==> src/rtl/n4fpga_pwm_duty_calc.sv <==
// PWM duty calculator: duty = floor(high*SCALE / (high+low)), computed by a
// 40-cycle restoring divider so no wide combinational divider is needed.
module n4fpga_pwm_duty_calc #(
  parameter int unsigned SCALE = 100
) (
  input  logic        clock_3,
  input  logic        Reset,
  input  logic [31:0] high_count,
  input  logic [31:0] low_count,
  input  logic        start,
  output logic [7:0]  duty,
  output logic        busy,
  output logic        done,
  output logic        err
);

  typedef enum logic [1:0] {IDLE, LOAD, DIVIDE, DONE} state_t;

  localparam logic [7:0] SCALE_W  = 8'(SCALE);
  localparam logic [5:0] LAST_ITER = 6'd39;

  state_t      state, state_nxt;
  logic [31:0] high_q, low_q;
  logic [32:0] period_q;
  logic [39:0] num_q;
  logic [39:0] quot_q;
  logic [33:0] rem_q;
  logic [5:0]  iter_q;

  logic [32:0] period_sum;
  logic [39:0] num_prod;
  logic [34:0] step_w;
  logic [39:0] quot_nxt;

  // One restoring-division step: returns {quotient_bit, new_remainder}.
  function automatic logic [34:0] div_step(input logic [33:0] rem,
                                           input logic        nbit,
                                           input logic [32:0] divisor);
    logic [34:0] trial;
    trial = {rem, nbit};
    if (trial >= {2'b00, divisor})
      div_step = {1'b1, 34'(trial - {2'b00, divisor})};
    else
      div_step = {1'b0, trial[33:0]};
  endfunction

  // Quotient never exceeds SCALE, so this clamp is only a guard.
  function automatic logic [7:0] sat_u8(input logic [39:0] q);
    sat_u8 = (|q[39:8]) ? 8'hFF : q[7:0];
  endfunction

  assign period_sum = {1'b0, high_q} + {1'b0, low_q};
  assign num_prod   = {8'd0, high_q} * {32'd0, SCALE_W};
  assign step_w     = div_step(rem_q, num_q[39], period_q);
  assign quot_nxt   = {quot_q[38:0], step_w[34]};

  assign busy = (state != IDLE);
  assign done = (state == DONE);

  always_ff @(posedge clock_3) begin
    if (Reset) state <= IDLE;
    else       state <= state_nxt;
  end

  always_comb begin
    state_nxt = state;
    case (state)
      IDLE:    if (start) state_nxt = LOAD;
      LOAD:    state_nxt = (period_sum == '0) ? DONE : DIVIDE;
      DIVIDE:  if (iter_q == LAST_ITER) state_nxt = DONE;
      DONE:    state_nxt = IDLE;
      default: state_nxt = IDLE;
    endcase
  end

  // duty/err are written on the edge entering DONE so they are valid with done.
  always_ff @(posedge clock_3) begin
    if (Reset) begin
      high_q   <= '0;
      low_q    <= '0;
      period_q <= '0;
      num_q    <= '0;
      quot_q   <= '0;
      rem_q    <= '0;
      iter_q   <= '0;
      duty     <= '0;
      err      <= 1'b0;
    end else begin
      case (state)
        IDLE: begin
          if (start) begin
            high_q <= high_count;
            low_q  <= low_count;
          end
        end
        LOAD: begin
          period_q <= period_sum;
          num_q    <= num_prod;
          quot_q   <= '0;
          rem_q    <= '0;
          iter_q   <= '0;
          if (period_sum == '0) begin
            duty <= '0;
            err  <= 1'b1;
          end
        end
        DIVIDE: begin
          rem_q  <= step_w[33:0];
          quot_q <= quot_nxt;
          num_q  <= {num_q[38:0], 1'b0};
          iter_q <= iter_q + 6'd1;
          if (iter_q == LAST_ITER) begin
            duty <= sat_u8(quot_nxt);
            err  <= 1'b0;
          end
        end
        default: ;
      endcase
    end
  end

endmodule

==> config.mk <==
export PLATFORM = sky130hd
export DESIGN_NAME = n4fpga_pwm_duty_calc
export DESIGN_NICKNAME = d
export VERILOG_FILES = /design/src/rtl/n4fpga_pwm_duty_calc.sv
export SDC_FILE = /design/constraint.sdc
export NUM_CORES = 1
export LEC_CHECK = 0
export ABC_CLOCK_PERIOD_IN_PS = 4920
export BUFFER_PORTS_ARGS = -buffer_cell sky130_fd_sc_hd__buf_2
export CAP_MARGIN = 20
export CORE_MARGIN = 2
export CORE_UTILIZATION = 55
export CTS_CLUSTER_DIAMETER = 100
export DETAILED_ROUTE_END_ITERATION = 8
export HOLD_SLACK_MARGIN = 0.1
export MAX_ROUTING_LAYER = met4
export PLACE_DENSITY = 0.82
export SETUP_SLACK_MARGIN = 0.5
export SYNTH_ARGS = -nofsm -noshare
export SYNTH_HDL_FRONTEND = slang
export SYNTH_SLANG_ARGS = --single-unit
==> constraint.sdc <==
create_clock -name clock_3 -period 4.92 [get_ports clock_3]
set_clock_uncertainty 0.1 [all_clocks]
set_input_delay 0.246 -clock clock_3 [delete_from_list [all_inputs] [get_ports clock_3]]
set_output_delay 0.246 -clock clock_3 [all_outputs]
set_load 0.05 [all_outputs]
Word-level counts from Yosys, hierarchy flattened. Index checks and enable logic that the tools add are counted.

Output and inout port bits: 11. Logic and storage cells: 46. Register bits: 227.

Multiply operators: 1. Muxes and demuxes: 16. Reduce and logical (&&, ||, !) cells: 8. $add $sub $neg: 3. Magnitude comparators: 1. Equal/unequal tests: 7.

Operators with widths (number): case mux 40 bit (2 select lines) (1); case mux 39 bit (2 select lines) (1); case mux 34 bit (2 select lines) (1); multiplier 32 x 5 -> 37 bit (second input constant) (1); greater-or-equal comparator 35 x 33 -> 1 bit (1); 2-to-1 mux 35 bit (1); subtractor 34 x 33 -> 34 bit (1); adder 32 x 32 -> 33 bit (1); zero test 33 bit (1); OR reduction 32 bit (1); 2-to-1 mux 8 bit (3); case mux 8 bit (2 select lines) (1); case mux 6 bit (2 select lines) (1); case mux 2 bit (4 select lines) (1); adder 6 x 1 -> 6 bit (second input constant) (1); equality test 6 bit (second input constant) (1); inequality test 2 bit (second input constant) (3); equality test 2 bit (second input constant) (2); 2-to-1 mux 2 bit (2); AND reduction 2 bit (2); nonzero test 2 bit (2); 2-to-1 mux 1 bit (3); AND reduction 3 bit (1); equality test 2 x 1 -> 1 bit (second input constant) (1); 2 further kinds (2).

Logic depth before layout (Yosys ltp). Gate-level depths: netlist of run 1.

Word-level depth: 5. Gate-level depth with buffers: 17. Mapped depth without buffers: 17.

Worst setup path after synthesis of run 1. Ideal clock, no wire load.

Path kind: flip-flop to flip-flop. Start: reg high_q[9]. End: reg num_q[37]. Cell stages (with the launch flop): 18. Arrival: 4029 ps. Path slack: 690 ps. Data required time: 4719 ps. Clock period less this slack: 4230 ps. Setup time: 101 ps. Cell sequence: dfxtp_1 > ha_1 > ha_1 > inv_1 > fa_1 > inv_1 > ha_1 > a21oi_1 > nand2_1 > a21o_1 > a311o_1 > a41oi_1 > o31a_1 > o21ai_0 > a21o_1 > o41ai_1 > xor2_1 > o41ai_1.

Word-level cells in the longest chain between the ends: 2.

RTL lines: start: declaration (line 23) `logic [31:0] high_q, low_q;`; start signal: assignment (line 92) `high_q <= high_count;`; multiplier 32 x 5 -> 37 bit (line 53) `assign num_prod = {8'd0, high_q} * {32'd0, SCALE_W};`; case mux 40 bit (2 select lines) (line 89) `case (state)`; end signal: assignment (line 98) `num_q <= num_prod;`; end signal: assignment (line 110) `num_q <= {num_q[38:0], 1'b0};`; end: declaration (line 25) `logic [39:0] num_q;`.

No other way between the ends. The select of a mux whose other input is x is not followed. A chain may end at the register's enable or synchronous reset.

Worst setup path after layout of run 1.
Start: reg high_q[11]. End: reg num_q[37].

Same word-level chain as after synthesis.

==> impl_metrics.json, run 1 <==
{
  "synth_mux_area_frac": 0.0197,
  "die_width_um": 173,
  "finish.instance_area_sq_um": 18500,
  "routed_wl_um": 42400,
  "cp_max_fo": 5,
  "synth_xor_area_frac": 0.0427,
  "nFillCells": 2272,
  "multi_input_area_sq_um": 10500,
  "critPathLaunchType": "flop",
  "power.total_mw": 10.8,
  "clk_pin_slew_ps": 60,
  "leakage_nw": 8.02,
  "yosysTopAreaCellShare": 0.285,
  "place_ws_ps": 188,
  "antenna_cells": 0,
  "antenna_left": 0,
  "final_util": 0.650,
  "syn_avg_cell_area_sq_um": 7.80,
  "fin_crit_sh": 0.875,
  "grt_pass1_wl_um": 68000,
  "relSlewSlack": 0.377,
  "drtIter0Drc": 1202,
  "synth_async_sr_flop_share": 0,
  "drive_gt1_frac": 0.107,
  "wl_per_cell_um": 16.7,
  "antenna_found_initial": 0,
  "setup_slack_ps": 614,
  "syn_nets": 2291,
  "grt_pass1_vias": 14080,
  "yosysTopAreaCell": "dfxtp_1",
  "core-area_sq_um": 28500,
  "fmax_mhz": 232,
  "ir_worst_vdd_mv": 0.758,
  "nNetsFinal": 2406,
  "grt_usage": 0.275,
  "routabilityCongestion": 0.920,
  "synth_ff_type": "dfxtp_1",
  "final.setup.tns_ps": 0,
  "cts_buffers": 27,
  "synthCells": 2024,
  "max_slew.worst_pin.slew_ps": 932,
  "grt_max_degree": 80,
  "clockBufferDepth": 3,
  "endpoint_kind": "flop",
  "cts_root_buf": "clkbuf_16",
  "synthToLayoutAreaGrowth_pct": 17.2,
  "synth-seq-cells": 225,
  "period_minus_slack_ps": 4310,
  "max-cap-violations": 0,
  "start_util": 0.554,
  "seq_area_sq_um": 4540,
  "htreeDepth": 1,
  "gr-total-overflow": 0,
  "synth_area_sq_um": 15800,
  "synthTopCellsByArea": "dfxtp_1 29%, ha_1 14%, nand2_1 7.3%, a21oi_1 7.1%, inv_1 4.6%",
  "rsz0062_at_grt": "false",
  "hold_violations": 0,
  "yosysWarnings": 0,
  "criticalPathCategory": "flop to flop",
  "dr_total_vias": 14868,
  "ios": 78,
  "slew_viol_final": 0,
  "status": "finished, final reports clean",
  "viasPerCell": 5.84,
  "critical_path_required_ps": 5270,
  "placementRows": 62,
  "synth_compound_area_frac": 0.230,
  "synthAdderAreaFrac": 0.172,
  "synth_edf_count": 0,
  "fp.dieH_um": 173,
  "synth_top_family_by_area": "compound AO/OA/AOI/OAI gates",
  "arrival_ps": 4650,
  "finalSetupViolCount": 0,
  "dieArea_sq_um": 30100,
  "placed_area_sq_um": 16500,
  "synth_simple_gate_area_frac": 0.178,
  "firstDrtPassIters": 5,
  "drcViolationCount": 0,
  "dp_hpwl_um": 27800,
  "ys_seq_area_frac": 0.285,
  "cts_sinks": 225,
  "clk_latency_ps": 560,
  "synth_cell_types": 80,
  "hold_path_class": "primary input to flop",
  "io_buffers": 77,
  "cts_tree": "yes",
  "powerDensity_nw_per_um2": 584
}
==> cells in the mapped netlist (all sizes together), types with 4 or more instances <==
cell and number:
nand2 306, dfxtp 225, a21oi 223, inv 194
ha 171, nor2 145, o21ai 106, clkbuf 69
nand3 63, xnor2 47, a21o 32, mux2i 31
xor2 30, fa 29, a211oi 28, buf 27
o211ai 23, nor3 20, nand4 18, a311oi 17
nor4 17, o21a 14, o21bai 14, a31oi 13
o31ai 12, o41ai 12, or3 12, and2 11
nor2b 11, and3 9, nand2b 9, a211o 6
a41oi 6, or2 6, a21boi 5, a32oi 5
a2111oi 4, a221oi 4, nor3b 4, o31a 4
==> flip-flops by register name (all words and copies together), names as in the netlist, 2 cells and up <==
register  flops
iter_q        6
low_q        32
num_q        38
state         2
rem_q        34
quot_q       39
period_q     33
duty          8
high_q       32
==> per-layer routing <==
| layer | GRT usage | routed length [um] | vias up |
|---|---|---|---|
| met3 | 0.0303 | 2500 | 111 |
| met5 | - | 0 | - |
| li1 | - | - | 7283 |
| met4 | 0.0784 | 1190 | 0 |
| met2 | 0.465 | 20200 | 527 |
| met1 | 0.349 | 18600 | 6947 |
==> placed cells by master, fill, tap and decap left out, types with 30 or more instances in the layout <==
| cell type | count |
|---|---|
| xor2_1 | 30 |
| nand2_1 | 305 |
| buf_2 | 76 |
| dfxtp_1 | 210 |
| xnor2_1 | 47 |
| a21o_1 | 32 |
| mux2i_1 | 31 |
| nand3_1 | 63 |
| a21oi_1 | 220 |
| nor2_1 | 143 |
| ha_1 | 158 |
| inv_1 | 193 |
| o21ai_0 | 94 |
| dlygate4sd3_1 | 79 |
==> timing repair <==
action                     in CTS  in global routing
setup endpoints to repair      16                 21
hold buffers                   79                  0
hold endpoints to repair      110                  0
pin swaps                       0                 14
gates cloned                    0                  2
resized for setup               8                 51
buffers inserted                0                  6
==> cell type report <==
class                           instances  area share
Clock buffer                           34      0.0396
Sequential cell                       225       0.245
Inverter                              194      0.0394
Timing Repair Buffer                  180      0.0743
Tap cell                              384      0.0260
Clock inverter                         16      0.0101
Multi-Input combinational cell       1511       0.565
==> kinds of logic after synthesis <==
group | count (synthesis)
adders and majority gates | 200
DFF | 225
xor gates and xnor gates | 77
AOI/OAI and AO/OA | 561
muxes | 31
and+or+nand+nor | 640
buffers and inverters | 290
==> metrics by stage <==
| stage | std cells | hold slack (ps) |
|---|---|---|
| finish | 2544 | 137 |
| global route | 2544 | 151 |
| CTS | 2536 | 122 |
| floorplan | 2024 | 282 |
| detailed placement | 2407 | 352 |
| global placement | 2407 | 335 |
==> critical path, cell delays in order, from the launching register on <==
cell and delay [ps]:
dfxtp_2 360, ha_1 320, ha_1 280, inv_1 50
fa_1 520, inv_1 50, ha_1 230, a21o_1 190
a21oi_2 120, nor2b_1 70, a311o_1 320, a41oi_2 200
buf_4 170, o31a_1 220, o21ai_4 80, a21o_1 200
o41ai_2 320, xor2_1 130, o41ai_2 270
==> path summary, 6_finish.rpt <==
check              end  slack (ps)  depth (start not counted)        from
min           state[1]         140                          4       start
max reg2reg  num_q[37]         610                         18  high_q[11]
min reg2reg  low_q[26]         360                          2   low_q[26]
max          num_q[37]         610                         18  high_q[11]
==> power by group <==
group / internal [mW] / switching (mW) / leakage [nW]
sequential: 2.12 / 0.246 / 1.84
combinational: 2.45 / 3.92 / 5.72
clock: 1.22 / 0.848 / 0.457
total: 5.79 / 5.01 / 8.02
(Power assumes the default switching activity.)
==> run 2, diff against run 1 <==
ABC_AREA = 1   (was default)
ABC_CLOCK_PERIOD_IN_PS = 5200   (was 4920)
CAP_MARGIN = default   (was 20)
clock period = 5.2 ns   (was 4.92 ns; I/O delays follow)
==> impl_metrics.json, run 2 <==
{
  "drtIter0Drc": 1491,
  "cp_common_cell": "a21oi_1",
  "clockBufferDepth": 3,
  "grt_pass1_vias": 16005,
  "syn_avg_cell_area_sq_um": 6.64,
  "whs_ps": 358,
  "ir_worst_vdd_mv": 0.464,
  "dp_hpwl_um": 35500,
  "powerDensity_nw_per_um2": 525,
  "final_util": 0.633,
  "criticalPathCategory": "flop to flop",
  "cts_sinks": 225,
  "ys_seq_area_frac": 0.269,
  "antenna_found_initial": 1,
  "fin_crit_sh": 0.759,
  "synthTopCellsByArea": "dfxtp_1 27%, nand2_1 14%, ha_1 13%, inv_1 9.5%, a21oi_1 7.1%",
  "synth_most_common_cell": "nand2_1",
  "yosysTopAreaCell": "dfxtp_1",
  "synth_ff_type": "dfxtp_1",
  "final_common_cell": "nand2_1",
  "max_slew.worst_pin.slew_ps": 1120,
  "yosysTopAreaCellShare": 0.269,
  "slowest_stage": "fa_1",
  "synth_edf_count": 0,
  "synth-seq-cells": 225,
  "cts_buffers": 26,
  "yosysWarnings": 0,
  "leakage_nw": 9.32,
  "clk_pin_slew_ps": 60,
  "cts_resized": 0,
  "power.total_mw": 9.91,
  "rsz0062_at_grt": "false",
  "slowest_delay_ps": 500,
  "wl_per_cell_um": 16.1,
  "place_ws_ps": 1320,
  "die_width_um": 178,
  "relSlewSlack": 0.249,
  "synthCells": 2520,
  "core-area_sq_um": 29800,
  "hold_violations": 0,
  "synthToLayoutAreaGrowth_pct": 12.8,
  "drcViolationCount": 0,
  "hold_path_class": "flop to flop",
  "htreeDepth": 1,
  "largest_registers": "quot_q: 39 flops, num_q: 38 flops, rem_q: 34 flops",
  "synth_async_sr_flop_share": 0,
  "io_buffers": 77,
  "grt_max_degree": 112,
  "synth_area_sq_um": 16700,
  "max-cap-violations": 0,
  "slew_viol_final": 0,
  "firstDrtPassIters": 8,
  "nNetsFinal": 2886,
  "syn_nets": 2787,
  "layout_common_cells": "640 x nand2_1, 422 x inv_1, 236 x a21oi_1",
  "finish.instance_area_sq_um": 18900,
  "finalSetupViolCount": 0,
  "start_util": 0.562,
  "placementRows": 63,
  "fin_cells": 3029,
  "cp_max_fo": 6,
  "dr_total_vias": 16573,
  "final.setup.tns_ps": 0,
  "synthTopCellsByCount": "641 x nand2_1, 424 x inv_1, 236 x a21oi_1",
  "dieArea_sq_um": 31800,
  "r2r_slack_ps": 1250,
  "critPathLaunchType": "flop",
  "regMostFlops": "quot_q",
  "gr-total-overflow": 0,
  "setup_slack_ps": 1250,
  "worstPathCellList": "ha_1 -> ha_1 -> inv_1 -> fa_1 -> inv_1 -> ha_1 -> a21oi_1 -> o21ai_0 -> a21oi_1 -> inv_1 -> nand2_1 -> nand2_1 -> a21boi_0 -> o21ai_0 -> a21oi_1 -> xor2_1 -> nand2_1 -> a21oi_1",
  "routed_wl_um": 48700,
  "ios": 78,
  "status": "finished, final reports clean",
  "critical_path_required_ps": 5560,
  "fp.dieH_um": 178,
  "drive_gt1_frac": 0.0679,
  "antenna_left": 0,
  "endpoint_kind": "flop",
  "fmax_mhz": 253,
  "placed_area_sq_um": 17300,
  "cts_tree": "yes",
  "period_minus_slack_ps": 3950,
  "grt_usage": 0.320,
  "cts_hold_buf": 66,
  "arrival_ps": 4310,
  "synth_cell_types": 52,
  "nFillCells": 2702,
  "clk_latency_ps": 550,
  "routabilityCongestion": 0.962,
  "dp_cells": 2915,
  "viasPerCell": 5.47,
  "largest_reg_flops": 39,
  "cts_root_buf": "clkbuf_16",
  "cts_setup_buffers": 0,
  "grt_pass1_wl_um": 79300
}
run 2: area by class of cell:
cell class,count,area [sq um],share of cell area
sequential,225,4500,0.239
inverter,429,1610,0.0853
multi-input combinational,1785,10300,0.544
clock inverter,14,170,0.00902
clock buffer,33,697,0.0369
antenna,1,2.50,0.000133
tap,390,488,0.0259
timing repair buffer,152,1130,0.0598
run 2: cell families (layout without fill, tap and decap cells):
family,Yosys count,in the layout,share of synthesized area
adders and majority gates,200,200,0.163
buffers and inverters,510,628,0.117
other,0,1,0
and+or+nand+nor,1021,1021,0.252
xor gates and xnor gates,47,47,0.0246
DFF,225,225,0.269
AOI/OAI and AO/OA,517,517,0.174
run 2: critical path, delay by kind of cell, from the launching register on:
family,cells,cell delay [ps]
fa+ha+maj,4,1420
compound gates,7,1320
flops,1,450
simple gates,3,230
buf+inv,3,180
xor+xnor,1,170
run 2: per-layer routing:
metal / up-vias / track usage / wire length, um
met5: - / - / 0
met4: 0 / 0.144 / 2450
li1: 8323 / - / -
met2: 477 / 0.529 / 22800
met3: 152 / 0.0499 / 2930
met1: 7621 / 0.383 / 20500
run 2: where the power goes:
part | internal [mW] | switching (mW)
sequential | 2.06 | 0.296
clock | 1.10 | 0.769
combinational | 1.84 | 3.84
run 2: final timing paths:
path	startpoint	endpoint	cells past startpoint
setup / recovery	high_q[8]	num_q[30]	18
hold / removal	duty[4]	duty[4]	2
setup reg to reg	high_q[8]	num_q[30]	18
hold reg to reg	duty[4]	duty[4]	2
